[config.mk]
export PLATFORM = sky130hd
export DESIGN_NAME = seq_divider
export DESIGN_NICKNAME = d
export VERILOG_FILES = /design/src/rtl/seq_divider_pkg.sv /design/src/rtl/seq_divider_div_step.sv /design/src/rtl/seq_divider.sv
export SDC_FILE = /design/constraint.sdc
export NUM_CORES = 1
export LEC_CHECK = 0
export BUFFER_PORTS_ARGS = -buffer_cell sky130_fd_sc_hd__buf_2
export CAP_MARGIN = 20
export CELL_PAD_IN_SITES_DETAIL_PLACEMENT = 1
export CELL_PAD_IN_SITES_GLOBAL_PLACEMENT = 1
export CORE_MARGIN = 10
export CORE_UTILIZATION = 30
export CTS_CLUSTER_DIAMETER = 120
export DETAILED_ROUTE_END_ITERATION = 6
export PLACE_DENSITY_LB_ADDON = 0.1
export SETUP_SLACK_MARGIN = 0.5
export SYNTH_ARGS = -nofsm -noshare
export SYNTH_HDL_FRONTEND = slang
export SYNTH_SLANG_ARGS = --single-unit
[constraint.sdc]
create_clock -name clk -period 3.2 [get_ports clk]
set_clock_uncertainty 0.15 [all_clocks]
set_input_delay 0.64 -clock clk [delete_from_list [all_inputs] [get_ports clk]]
set_output_delay 0.64 -clock clk [all_outputs]
set_load 0.05 [all_outputs]
[src/rtl/seq_divider_pkg.sv]
// rtl/seq_divider_pkg.sv - shared FSM state encoding and default width for the sequential divider
package seq_divider_pkg;

  localparam int DEFAULT_WIDTH = 16;

  typedef enum logic [1:0] {
    S_IDLE = 2'd0,
    S_CALC = 2'd1,
    S_DONE = 2'd2
  } state_e;

endpackage

[src/rtl/seq_divider_div_step.sv]
// rtl/seq_divider_div_step.sv - one combinational restoring-division iteration
module seq_divider_div_step
  import seq_divider_pkg::*;
#(
  parameter int WIDTH = DEFAULT_WIDTH
) (
  input  logic [WIDTH-1:0] r,
  input  logic [WIDTH-1:0] q,
  input  logic [WIDTH-1:0] d,
  output logic [WIDTH-1:0] r_next,
  output logic [WIDTH-1:0] q_next
);

  // The partial remainder is always below the divisor between steps, so only
  // its low WIDTH bits are carried; the shifted value needs the extra bit.
  logic [WIDTH:0] rs;
  logic           fits;

  // Shift in the next dividend bit, trial-subtract, keep the result if it fits.
  always_comb begin
    rs     = {r, q[WIDTH-1]};
    fits   = (rs >= {1'b0, d});
    r_next = fits ? (rs[WIDTH-1:0] - d) : rs[WIDTH-1:0];
    q_next = {q[WIDTH-2:0], fits};
  end

endmodule

[src/rtl/seq_divider.sv]
// rtl/seq_divider.sv - restoring unsigned divider, one quotient bit per clock
module seq_divider
  import seq_divider_pkg::*;
#(
  parameter int WIDTH = DEFAULT_WIDTH
) (
  input  logic             clk,
  input  logic             rst,
  input  logic             start,
  input  logic [WIDTH-1:0] dividend,
  input  logic [WIDTH-1:0] divisor,
  output logic             busy,
  output logic             done,
  output logic [WIDTH-1:0] quotient,
  output logic [WIDTH-1:0] remainder,
  output logic             div_by_zero
);

  localparam int CW = $clog2(WIDTH + 1);

  state_e           state_q, state_d;
  logic [WIDTH-1:0] dvs_q, dvs_d;
  logic [WIDTH-1:0] wq_q, wq_d;
  logic [WIDTH-1:0] wr_q, wr_d;
  logic [CW-1:0]    cnt_q, cnt_d;
  logic [WIDTH-1:0] quotient_q, quotient_d;
  logic [WIDTH-1:0] remainder_q, remainder_d;
  logic             dbz_q, dbz_d;

  logic [WIDTH-1:0] step_r, step_q;

  seq_divider_div_step #(.WIDTH(WIDTH)) u_step (
    .r      (wr_q),
    .q      (wq_q),
    .d      (dvs_q),
    .r_next (step_r),
    .q_next (step_q)
  );

  // Next-state and datapath updates; everything holds unless a state acts on it.
  always_comb begin
    state_d     = state_q;
    dvs_d       = dvs_q;
    wq_d        = wq_q;
    wr_d        = wr_q;
    cnt_d       = cnt_q;
    quotient_d  = quotient_q;
    remainder_d = remainder_q;
    dbz_d       = dbz_q;
    case (state_q)
      S_IDLE: begin
        if (start) begin
          if (divisor != '0) begin
            dvs_d   = divisor;
            wq_d    = dividend;
            wr_d    = '0;
            cnt_d   = CW'(WIDTH);
            state_d = S_CALC;
          end else begin
            // Zero divisor bypasses the iteration and reports immediately.
            quotient_d  = '1;
            remainder_d = dividend;
            dbz_d       = 1'b1;
            state_d     = S_DONE;
          end
        end
      end
      S_CALC: begin
        wq_d  = step_q;
        wr_d  = step_r;
        cnt_d = cnt_q - CW'(1);
        if (cnt_q == CW'(1)) begin
          quotient_d  = step_q;
          remainder_d = step_r;
          dbz_d       = 1'b0;
          state_d     = S_DONE;
        end
      end
      S_DONE: begin
        state_d = S_IDLE;
      end
      default: begin
        state_d = S_IDLE;
      end
    endcase
  end

  // State and datapath registers with synchronous reset.
  always_ff @(posedge clk) begin
    if (rst) begin
      state_q     <= S_IDLE;
      dvs_q       <= '0;
      wq_q        <= '0;
      wr_q        <= '0;
      cnt_q       <= '0;
      quotient_q  <= '0;
      remainder_q <= '0;
      dbz_q       <= 1'b0;
    end else begin
      state_q     <= state_d;
      dvs_q       <= dvs_d;
      wq_q        <= wq_d;
      wr_q        <= wr_d;
      cnt_q       <= cnt_d;
      quotient_q  <= quotient_d;
      remainder_q <= remainder_d;
      dbz_q       <= dbz_d;
    end
  end

  assign busy        = (state_q != S_IDLE);
  assign done        = (state_q == S_DONE);
  assign quotient    = quotient_q;
  assign remainder   = remainder_q;
  assign div_by_zero = dbz_q;

endmodule

==> results_dict.tcl <==
set metrics [dict create \
    drc 0 \
    tns_ns 0 \
    initial_core_util_pct 30.9 \
    htree_levels 3 \
    min_path_type "reg -> reg" \
    rsz0062_at_grt "true" \
    busiest_layer "met2" \
    layout_common_cells "nand2_1 (105), dfxtp_1 (80), buf_2 (69)" \
    cts_made_buffers 9 \
    synth_cells 571 \
    drive_gt1_share_pct 26.8 \
    first_pass_iters 4 \
    die_w_um 143 \
    yosysWarnings 0 \
    pwr-share-clk_pct 23.1 \
    p_int_mw 2.95 \
    cts_hold_buf 0 \
    synth-edff-count 0 \
    cts_root_buf "clkbuf_16" \
    setup_violations 0 \
    antenna_found_initial 0 \
    top_level_ports 70 \
    first_global_vias 4640 \
    min_period_ns 2.73 \
    ant_nets 0 \
    cp-startpoint "wq_q[15]" \
    fp.coreArea_um2 14700 \
    wl_per_cell_um 18.9 \
    vdd_drop_max_mv 0.386 \
    worstMarginPinSlew_ns 0.653 \
    yosysUniqueCellTypes 56 \
    diodes 0 \
    io_buffer_count 69 \
    slew_viol_final 0 \
    synth_top_area_cell "dfxtp_1" \
    r2r.worst_path.cells 15 \
    clkSinkCount 88 \
    synth_ff_type "dfxtp_1" \
    use_met1_pct 20.8 \
    die_area_um2 20500 \
    crit_chain "inv_2 > ha_4 > inv_2 > fa_2 > a21oi_4 > buf_6 > buf_6 > buf_6 > buf_4 > buf_4 > o21bai_1 > xor2_1 > mux2_4 > a221oi_4 > nor3_2" \
    end_kind "flop" \
    relSlewSlack_pct 56.4 \
    met3_usage_pct 2.65 \
    place.gp.congestion 0.822 \
    clk_path_buf_depth 2 \
    cpMostUsedCell "buf_6" \
    grt_first_pass_wirelength_um 25300 \
    final_common_cell "nand2_1" \
    clock_latency_ns 0.35 \
    min_period_over_period_pct 85.4 \
    slowest_stage "fa_2" \
    required_ns 3.27 \
    r2r_end "remainder[4]" \
    critPathCapture "remainder[4]" \
    p_sw_share_pct 38.7 \
    max_freq_ghz 0.366 \
    syn_area_um2 4540 \
    synth_top_area_share_pct 38.8 \
    pwr-share-seq_pct 27.5 \
    hold_viol 0 \
    timing.rr.start "wq_q[15]" \
    place_hpwl_um 11600 \
    area_delta_synth_final_pct 27.9 \
    grt_overflow 0 \
    worstSetupPathType "reg -> reg" \
    fin_nets 709 \
    via_per_inst 5.21 \
    clkTransAtPathRegs_ns 0.07 \
    crit_path_max_incr_delay_ns 0.38 \
    p_sw_mw 1.87 \
    synth-seq-cells 88 \
    maxCapViolCount 0 \
    die_y_um 143 \
    cp-start-kind "flop" \
    fillCellCount 1760 \
    reg2reg_slack_ns 0.47 \
    num_vias 4401 \
    syn_nets 625 \
    critical_path.max_fanout 2 \
    p_comb_share_pct 49.3 \
    status "complete, no violations" \
    tritoncts "done" \
    async_flop_share_pct 0 \
    grt_max_degree 36 \
    powerDensity_nw_per_um2 830 \
    grtUsageMet2_pct 25.3 \
    dr.first_iter.drc_count 210 \
    leakagePower_nw 2.46 \
    cp.arrival_ns 2.81 \
    yosysSeqAreaShare_pct 38.8 \
    drt_wl_total_um 16000 \
    avgSynthCellArea_um2 7.95 \
    track_usage_pct 15.6 \
    rows 44 \
    total_power_mw 4.82 \
    synthTopCellsByArea "dfxtp_1 (39%), nand2_1 (8.7%), nor2_1 (5.3%)" \
]
## power groups by stage
| stage | sequential, mW | clock, mW | combinational [mW] |
|---|---|---|---|
| detailed placement | 1.33 | 0 | 1.94 |
| finish | 1.33 | 1.11 | 2.38 |
| global route | 1.34 | 1.18 | 2.58 |
| CTS | 1.32 | 1.13 | 2.30 |
| global placement | 1.33 | 0 | 1.89 |
| floorplan | 1.34 | 0 | 1.49 |
## cells in the mapped netlist, drive strengths merged (9+ instances only)
library cell and instances:
o21ai 14, inv 23, nor3 40, nand3 10
clkbuf 26, xnor2 9, a311oi 17, ha 18
dfxtp 88, a21oi 47, nand2 105, a21o 11
nor2 65
## layout make-up
class | instances | area [um^2] | share of cell area, %
Timing Repair Buffer | 106 | 642 | 11.1
Multi-Input combinational cell | 427 | 2770 | 47.7
Clock buffer | 10 | 239 | 4.12
Clock inverter | 6 | 67.6 | 1.16
Sequential cell | 88 | 1770 | 30.5
Tap cell | 184 | 230 | 3.97
Inverter | 23 | 86.3 | 1.49
## registers in the layout, summed over array words and instances, names as in the netlist
register and count:
cnt_q 5, div_by_zero 1, remainder 16, wq_q 16, quotient 16, dvs_q 16
state_q 2, wr_q 16
## worst min-delay path by stage
stage | start | endpoint | slack [ns] | cells after the start
finish | dvs_q[11] | dvs_q[11] | 0.31 | 2
detailed placement | dvs_q[3] | dvs_q[3] | 0.30 | 2
floorplan | dvs_q[10] | dvs_q[10] | 0.29 | 2
global placement | dvs_q[3] | dvs_q[3] | 0.30 | 2
CTS | dvs_q[6] | dvs_q[6] | 0.31 | 2
global route | dvs_q[13] | dvs_q[13] | 0.33 | 2
## timing repair
item | 4_1_cts | 5_1_grt
setup buffers | 15 | 1
pin swaps | 19 | 9
endpoints found under the setup margin | 28 | 21
gates cloned | 1 | 0
gates resized for setup | 43 | 12
## worst max-delay path, delay by kind of cell, from the launching register on
| kind | cells | cell delay, ns |
|---|---|---|
| adders and majority gates | 2 | 0.51 |
| and+or+nand+nor | 1 | 0.06 |
| buffers and inverters | 7 | 0.56 |
| muxes | 1 | 0.29 |
| xor gates and xnor gates | 1 | 0.16 |
| DFF | 1 | 0.33 |
| AOI/OAI and AO/OA | 3 | 0.55 |
## per-layer routing
layer / vias to the layer above / share of wire, %
met5: - / 0
met4: 0 / 1.4
met3: 17 / 3.0
met2: 56 / 47
met1: 2156 / 49
li1: 2172 / -
## stage by stage
stage                     instances  util [%]  setup WS [ns]  cell area [um^2]  hold slack, ns
final                           844      39.5          0.466              5800           0.308
after global routing            844      39.5          0.380              5800           0.329
after CTS                       843      39.0          0.471              5740           0.311
after detailed placement        811      34.8          0.209              5120           0.303
after global placement          811      34.8          0.320              5120           0.296
after floorplan                 571         -          0.535              4540           0.286
## logic make-up after synthesis
kind of cell	share of synthesized area [%]
AOI/OAI and AO/OA	20.0
xor gates and xnor gates	3.09
adders and majority gates	5.40
buffers and inverters	5.26
DFF	38.8
muxes	3.28
and+or+nand+nor	24.1
No activity file was read; power rests on OpenSTA's default activity.
